### config.mk
export PLATFORM = sky130hd
export DESIGN_NAME = piso_serializer
export DESIGN_NICKNAME = d
export VERILOG_FILES = /design/src/rtl/piso_serializer.sv
export SDC_FILE = /design/constraint.sdc
export NUM_CORES = 1
export LEC_CHECK = 0
export ABC_AREA = 0
export BUFFER_PORTS_ARGS = -buffer_cell sky130_fd_sc_hd__buf_2
export CORE_MARGIN = 2
export CORE_UTILIZATION = 51
export DETAILED_ROUTE_END_ITERATION = 10
export PLACE_DENSITY_LB_ADDON = 0.08
export SLEW_MARGIN = 15
export SYNTH_ARGS = -nofsm -noshare
export SYNTH_HDL_FRONTEND = slang
export SYNTH_SLANG_ARGS = --single-unit
### constraint.sdc
create_clock -name clk -period 1.5 [get_ports clk]
set_input_delay 0.075 -clock clk [delete_from_list [all_inputs] [get_ports clk]]
set_output_delay 0.075 -clock clk [all_outputs]
set_load 0.01 [all_outputs]
### src/rtl/piso_serializer.sv
`default_nettype none
// ============================================================================
// Module      : piso_serializer
// Description : Parallel-in, serial-out transmitter with a one-word holding
//               buffer so that back-to-back words stream without idle beats.
// Revision    : 1.0 - initial release
// ============================================================================
module piso_serializer #(
  parameter int WIDTH     = 4,
  parameter bit LSB_FIRST = 1'b1
) (
  input  logic             clk,
  input  logic             reset_n,
  input  logic [WIDTH-1:0] d,
  input  logic             in_valid,
  output logic             in_ready,
  output logic             out_bit,
  output logic             out_valid,
  input  logic             out_ready,
  output logic             out_first,
  output logic             out_last,
  output logic             busy
);

  localparam int                 c_CNT_W    = $clog2(WIDTH);
  localparam logic [c_CNT_W-1:0] c_CNT_LAST = c_CNT_W'(WIDTH - 1);

  typedef enum logic [0:0] {
    S_IDLE  = 1'b0,
    S_SHIFT = 1'b1
  } state_t;

  state_t             r_state;
  state_t             w_state_nxt;
  logic [WIDTH-1:0]   r_shift;
  logic [WIDTH-1:0]   w_shift_nxt;
  logic [WIDTH-1:0]   w_shifted;
  logic [c_CNT_W-1:0] r_cnt;
  logic [c_CNT_W-1:0] w_cnt_nxt;
  logic [WIDTH-1:0]   r_hold;
  logic [WIDTH-1:0]   w_hold_nxt;
  logic               r_hold_full;
  logic               w_hold_full_nxt;

  logic w_accept;
  logic w_beat;
  logic w_last_beat;

  // The output end of the shifter depends on bit order; the register always
  // moves toward that end so the next bit is presented after each beat.
  if (LSB_FIRST) begin : g_lsb_first
    assign w_shifted = {1'b0, r_shift[WIDTH-1:1]};
    assign out_bit   = r_shift[0];
  end else begin : g_msb_first
    assign w_shifted = {r_shift[WIDTH-2:0], 1'b0};
    assign out_bit   = r_shift[WIDTH-1];
  end

  // in_ready depends only on registered state (plus reset), never on out_ready.
  assign in_ready    = reset_n & ~r_hold_full;
  assign out_valid   = (r_state == S_SHIFT);
  assign out_first   = out_valid & (r_cnt == '0);
  assign out_last    = out_valid & (r_cnt == c_CNT_LAST);
  assign busy        = (r_state == S_SHIFT) | r_hold_full;

  assign w_accept    = in_valid & in_ready;
  assign w_beat      = out_valid & out_ready;
  assign w_last_beat = w_beat & (r_cnt == c_CNT_LAST);

  always_comb begin
    w_state_nxt     = r_state;
    w_shift_nxt     = r_shift;
    w_cnt_nxt       = r_cnt;
    w_hold_nxt      = r_hold;
    w_hold_full_nxt = r_hold_full;
    case (r_state)
      S_IDLE: begin
        if (w_accept) begin
          w_shift_nxt = d;
          w_cnt_nxt   = '0;
          w_state_nxt = S_SHIFT;
        end
      end
      S_SHIFT: begin
        if (w_beat) begin
          if (r_cnt != c_CNT_LAST) begin
            w_shift_nxt = w_shifted;
            w_cnt_nxt   = r_cnt + c_CNT_W'(1);
          end else if (r_hold_full) begin
            w_shift_nxt     = r_hold;
            w_hold_full_nxt = 1'b0;
            w_cnt_nxt       = '0;
          end else if (w_accept) begin
            w_shift_nxt = d;
            w_cnt_nxt   = '0;
          end else begin
            w_state_nxt = S_IDLE;
          end
        end
        // Accept implies the hold is empty; only the final-beat case bypasses it.
        if (w_accept && !w_last_beat) begin
          w_hold_nxt      = d;
          w_hold_full_nxt = 1'b1;
        end
      end
      default: begin
        w_state_nxt = S_IDLE;
      end
    endcase
  end

  always_ff @(posedge clk) begin
    if (!reset_n) begin
      r_state     <= S_IDLE;
      r_shift     <= '0;
      r_cnt       <= '0;
      r_hold      <= '0;
      r_hold_full <= 1'b0;
    end else begin
      r_state     <= w_state_nxt;
      r_shift     <= w_shift_nxt;
      r_cnt       <= w_cnt_nxt;
      r_hold      <= w_hold_nxt;
      r_hold_full <= w_hold_full_nxt;
    end
  end

endmodule
`default_nettype wire

After elaboration in Yosys (flattened, before gate mapping) --
Cells that the tools add are included.
Word-level totals: bits in registers 12, latch bits 0, RAM bits 0, bits in read-only memories 0, logic and storage cells 43, memories 0
Cells by class: $add $sub $neg 1, multiply operators 0, divide/modulo/power cells 0, order comparisons 0, equal/unequal tests 4, shift-type cells 0, muxes and demuxes 18, bitwise operators 9, reductions and logical operators 6
Operator list (number):
- 4-bit two-way mux | 4
- 2-bit two-way mux | 4
- 4-bit one-hot mux with 2 select lines | 1
- 1-bit two-way mux | 7
- 1-bit bitwise AND | 6
- 2-bit by 1-bit inequality test with 1-bit output (second input constant) | 2
- 2-bit one-hot mux with 2 select lines | 1
- 3-bit AND reduction | 1
- 2-bit by 1-bit adder with 2-bit output (second input constant) | 1
- 2-bit == test (second input constant) | 1
- 2-bit zero test | 1
- 2-bit inequality test (second input constant) | 1
- 1-bit inverter | 2
- 1-bit one-hot mux with 2 select lines | 1
- 2-bit AND reduction | 1
- 2-bit nonzero test | 1
- 1-bit logical AND | 1
- 1-bit zero test | 1
- 1-bit bitwise OR | 1

Depth between registers and ports, before layout --
word-level depth 8, mapped depth 4, depth with buffers taken out 4

Least setup slack after synthesis --
OpenSTA, ideal clock, no wires.
path type flip-flop to flip-flop, start reg r_cnt[0], end reg r_shift[0], arrival 1142 ps, data required time 1363 ps, slack 222 ps, cell stages (with the launch flop) 5, path buffers 0, cells stage by stage dfxtp_1 -> ha_1 -> and3b_1 -> o21ai_0 -> o221ai_1
On the way: word-level cells in the longest chain between the ends 4
Ends and longest elaborated chain:
- start, declared | line 38 | logic [c_CNT_W-1:0] r_cnt;
- start signal, assigned | line 122 | r_cnt <= w_cnt_nxt;
- 2-bit inequality test | line 86 | if (r_cnt != c_CNT_LAST) begin
- 4-bit two-way mux | line 86
- 4-bit two-way mux | line 85 | if (w_beat) begin
- 4-bit one-hot mux with 2 select lines | line 76 | case (r_state)
- end signal, assigned | line 121 | r_shift <= w_shift_nxt;
- end, declared | line 35 | logic [WIDTH-1:0] r_shift;
Every way passes these cells. The select of a mux whose other input is x is not followed. A chain may end at the register's enable or synchronous reset.

Worst setup path after layout --
start reg r_cnt[1], end out out_last
On the way: word-level cells in the longest chain between the ends 2
Ends and longest elaborated chain:
- 2-bit == test | line 63 | assign out_last = out_valid & (r_cnt == c_CNT_LAST);
- 1-bit bitwise AND | line 63
- end, declared | line 21 | output logic out_last,
Every way passes these cells.

==> metrics.log <==
INFO  metric cts.repair_timing.setup_buffer_count = 0
INFO  metric post-synth-top-area-cell = dfxtp_1
INFO  metric drc = 0
INFO  metric syn_nets = 94
INFO  metric cell_area_placed = 766 um^2
INFO  metric ioPinCount = 14
INFO  metric finalHoldViolCount = 0
INFO  metric cts_root_buf = clkbuf_4
INFO  metric crit_start = r_cnt[1]
INFO  metric report.final.slew_viol_count = 0
INFO  metric grt_remaining_overflow = 0
INFO  metric synth-warning-count = 0
INFO  metric detail_route_antenna_nets = 0
INFO  metric top_layer_reached_by_signal_wires = met4
INFO  metric cts_max_path_buffers = 2
INFO  metric rsz0062_at_grt = false
INFO  metric drt_pre_antenna_iters = 4
INFO  metric finalWirelength = 1580 um
INFO  metric antennaDiodeCount = 0
INFO  metric syn-mean-instance-area = 8.36 um^2
INFO  metric place_hpwl = 1170 um
INFO  metric met3WireLength = about 76 um
INFO  metric grt_start_max_net_pins = 16
INFO  metric critical_path.max_fanout = 9
INFO  metric synth-edff-count = 0
INFO  metric avg_vias_per_cell = 5.88
INFO  metric global_route.usage.total = a little under a fifth
INFO  metric min-delay-start = d[0]
INFO  metric die_height = 41.1 um
INFO  metric worstSetupEndpointType = primary output
INFO  metric netlist.area_leader.share = 34.2%
INFO  metric report.final.setup_viol = 0
INFO  metric die_area = 1690 um^2
INFO  metric minimum_clock_period = around 1400 ps
INFO  metric synthDistinctLibCells = 29
INFO  metric wl_met1 = between 800 and 900 um
INFO  metric place.gp.congestion = 0.833
INFO  metric nets = ~110
INFO  metric cts_tree = done
INFO  metric place.port_buffers = 13
INFO  metric setup.worst_path.start_class = flip-flop
INFO  metric cts_inserted_buffers = 3
INFO  metric totalNegativeSetupSlack = 0 ps
INFO  metric min_period_over_period = 92.9%
INFO  metric placementRows = 13
INFO  metric cellPowerDensity = 843 nW/um^2
INFO  metric number_of_antenna_violations_at_the_first_check_in_global_routing = 0
INFO  metric peakVddDrop = 0.518 mV
INFO  metric tightestPinTransition = 366 ps
INFO  metric cp_data_required_time = 1420 ps
INFO  metric arrival = 1320 ps
INFO  metric maxCapViolations = 0
INFO  metric syn-cell-area = 702 um^2
INFO  metric timing_worst_setup_path_type = flip-flop to primary output
INFO  metric timing.clock.skew = 2.01 ps
INFO  metric ys_top_cells_by_area = dfxtp_1 (34%), o221ai_1 (6.2%), a21oi_1 (5.0%)
INFO  metric maxClockFrequency = 717 MHz
INFO  metric run_status = finished, final reports clean
INFO  metric met2RoutedLength = 678 um
INFO  metric yosys_reg_bits = 12
INFO  metric synth_seq_area_share = 34.2%
INFO  metric clk_latency = 270 ps
INFO  metric static-leakage-power = approximately 0.33 nW
INFO  metric wl_per_cell = 14.2 um
INFO  metric postSynth.topFlopCell = dfxtp_1
INFO  metric cells_after_synthesis = between 80 and 90
INFO  metric cts_hold_buf = 0
INFO  metric post_route_design_area = ~790 um^2
INFO  metric htreeDepth = 1
INFO  metric core_region_area = 1300 um^2
INFO  metric worst_r2r_startpoint = r_cnt[1]
INFO  metric relative_slew_slack = 75.6%
INFO  metric detail_route.iter0.violations = 9
INFO  metric fraction_of_final_layout_cells_with_drive_strength_greater_than_1 = 21.9%
INFO  metric clk_pin_slew = 70 ps
INFO  metric grt_pass1_wl = 2100 um
INFO  metric starting_density_of_the_core = 53.9%
INFO  metric grt_pass1_vias = just under 500
INFO  metric class_of_the_tightest_hold_or_removal_check = input port to flip-flop
INFO  metric die_w = 41.1 um
INFO  metric fillers = 125
INFO  metric cts_num_sinks = 12
INFO  metric async_reset_ff_share = 0%
INFO  metric area_growth_syn_to_layout = 12.3%
INFO  metric route.vias.total = 653
==> final cells by class <==
cell class / instances / area (um^2) / share of cell area [%]
clock buffer: 3 / 22.5 / 2.86
inverter: 6 / 22.5 / 2.86
multi-input combinational: 61 / 412 / 52.2
sequential: 12 / 240 / 30.5
tap: 15 / 18.8 / 2.38
timing repair buffer: 14 / 72.6 / 9.21
==> what timing repair did <==
action / in CTS / in global routing
setup endpoints to repair: 0 / 3
hold endpoints to repair: 0 / 0
resized for setup: 0 / 1
==> worst max-delay path, stage by stage (launching register included) <==
cell and delay (ps):
dfxtp_1 370, ha_1 330, and2_1 210, buf_2 140
==> flip-flops by register name, summed over array words and instances (netlist names) <==
| signal | cells |
|---|---|
| r_hold_full | 1 |
| out_valid | 1 |
| r_hold | 4 |
| r_cnt | 2 |
| r_shift | 4 |
==> worst paths after layout <==
check        cells after the start    endpoint  slack (ps)
max reg2reg                      4  r_shift[3]         110
max                              3    out_last         110
min reg2reg                      2   r_hold[3]         480
min                              3   r_hold[0]          70
==> layout by cell type, fill, tap and decap left out, drive strengths merged <==
master and instances:
and3b 3, a221o 1, a311oi 1, a21boi 1, o21ai 7, clkbuf 3, dfxtp 12, a32oi 1
inv 6, nand3 7, o221ai 5, a21bo 1, and4 1, ha 2, nand2b 2, buf 14
a21oi 7, nand3b 1, nor2b 3, and2 3, nand2 2, and3 1, o211ai 1, nor2 2
a31oi 4, o22ai 1, mux2i 3, or2 1
==> metrics by stage <==
stage,util [%],setup slack [ps],std cells,hold slack [ps],power [mW]
after floorplan,-,222,84,223,0.436
after global placement,58.8,124,108,354,0.473
after detailed placement,58.8,71.4,108,359,0.474
after CTS,60.6,58.0,111,76.3,0.666
after global routing,60.6,28.0,111,103,0.688
final,60.6,106,111,71.1,0.665
==> cells in the mapped netlist (all sizes together), types with 3 or more instances <==
cell and number:
a21oi 7, a31oi 4, and2 3, and3b 3, buf 5, dfxtp 12, inv 6, mux2i 3
nand3 7, nor2b 3, o21ai 7, o221ai 5
==> power breakdown <==
part,internal (mW),switching (mW),leakage (nW)
sequential,0.333,0.0193,0.0977
clock,0.0928,0.103,0.0138
combinational,0.0527,0.0630,0.215
==> layer usage <==
| metal | up-vias | global-route usage (%) |
|---|---|---|
| met4 | 0 | 7.26 |
| met2 | 21 | 27.7 |
| met3 | 2 | 4.89 |
| li1 | 341 | - |
| met5 | - | 0 |
| met1 | 289 | 27.1 |
==> cell families (layout without fill, tap and decap cells) <==
kind of cell / after synthesis / in the layout / share of synthesized area [%]
AOI/OAI and AO/OA: 30 / 30 / 28.2
adders and majority gates: 2 / 2 / 3.56
buffers and inverters: 11 / 23 / 7.13
DFF: 12 / 12 / 34.2
muxes: 3 / 3 / 4.28
and+or+nand+nor: 26 / 26 / 22.6
No activity file was read; power rests on OpenSTA's default activity.
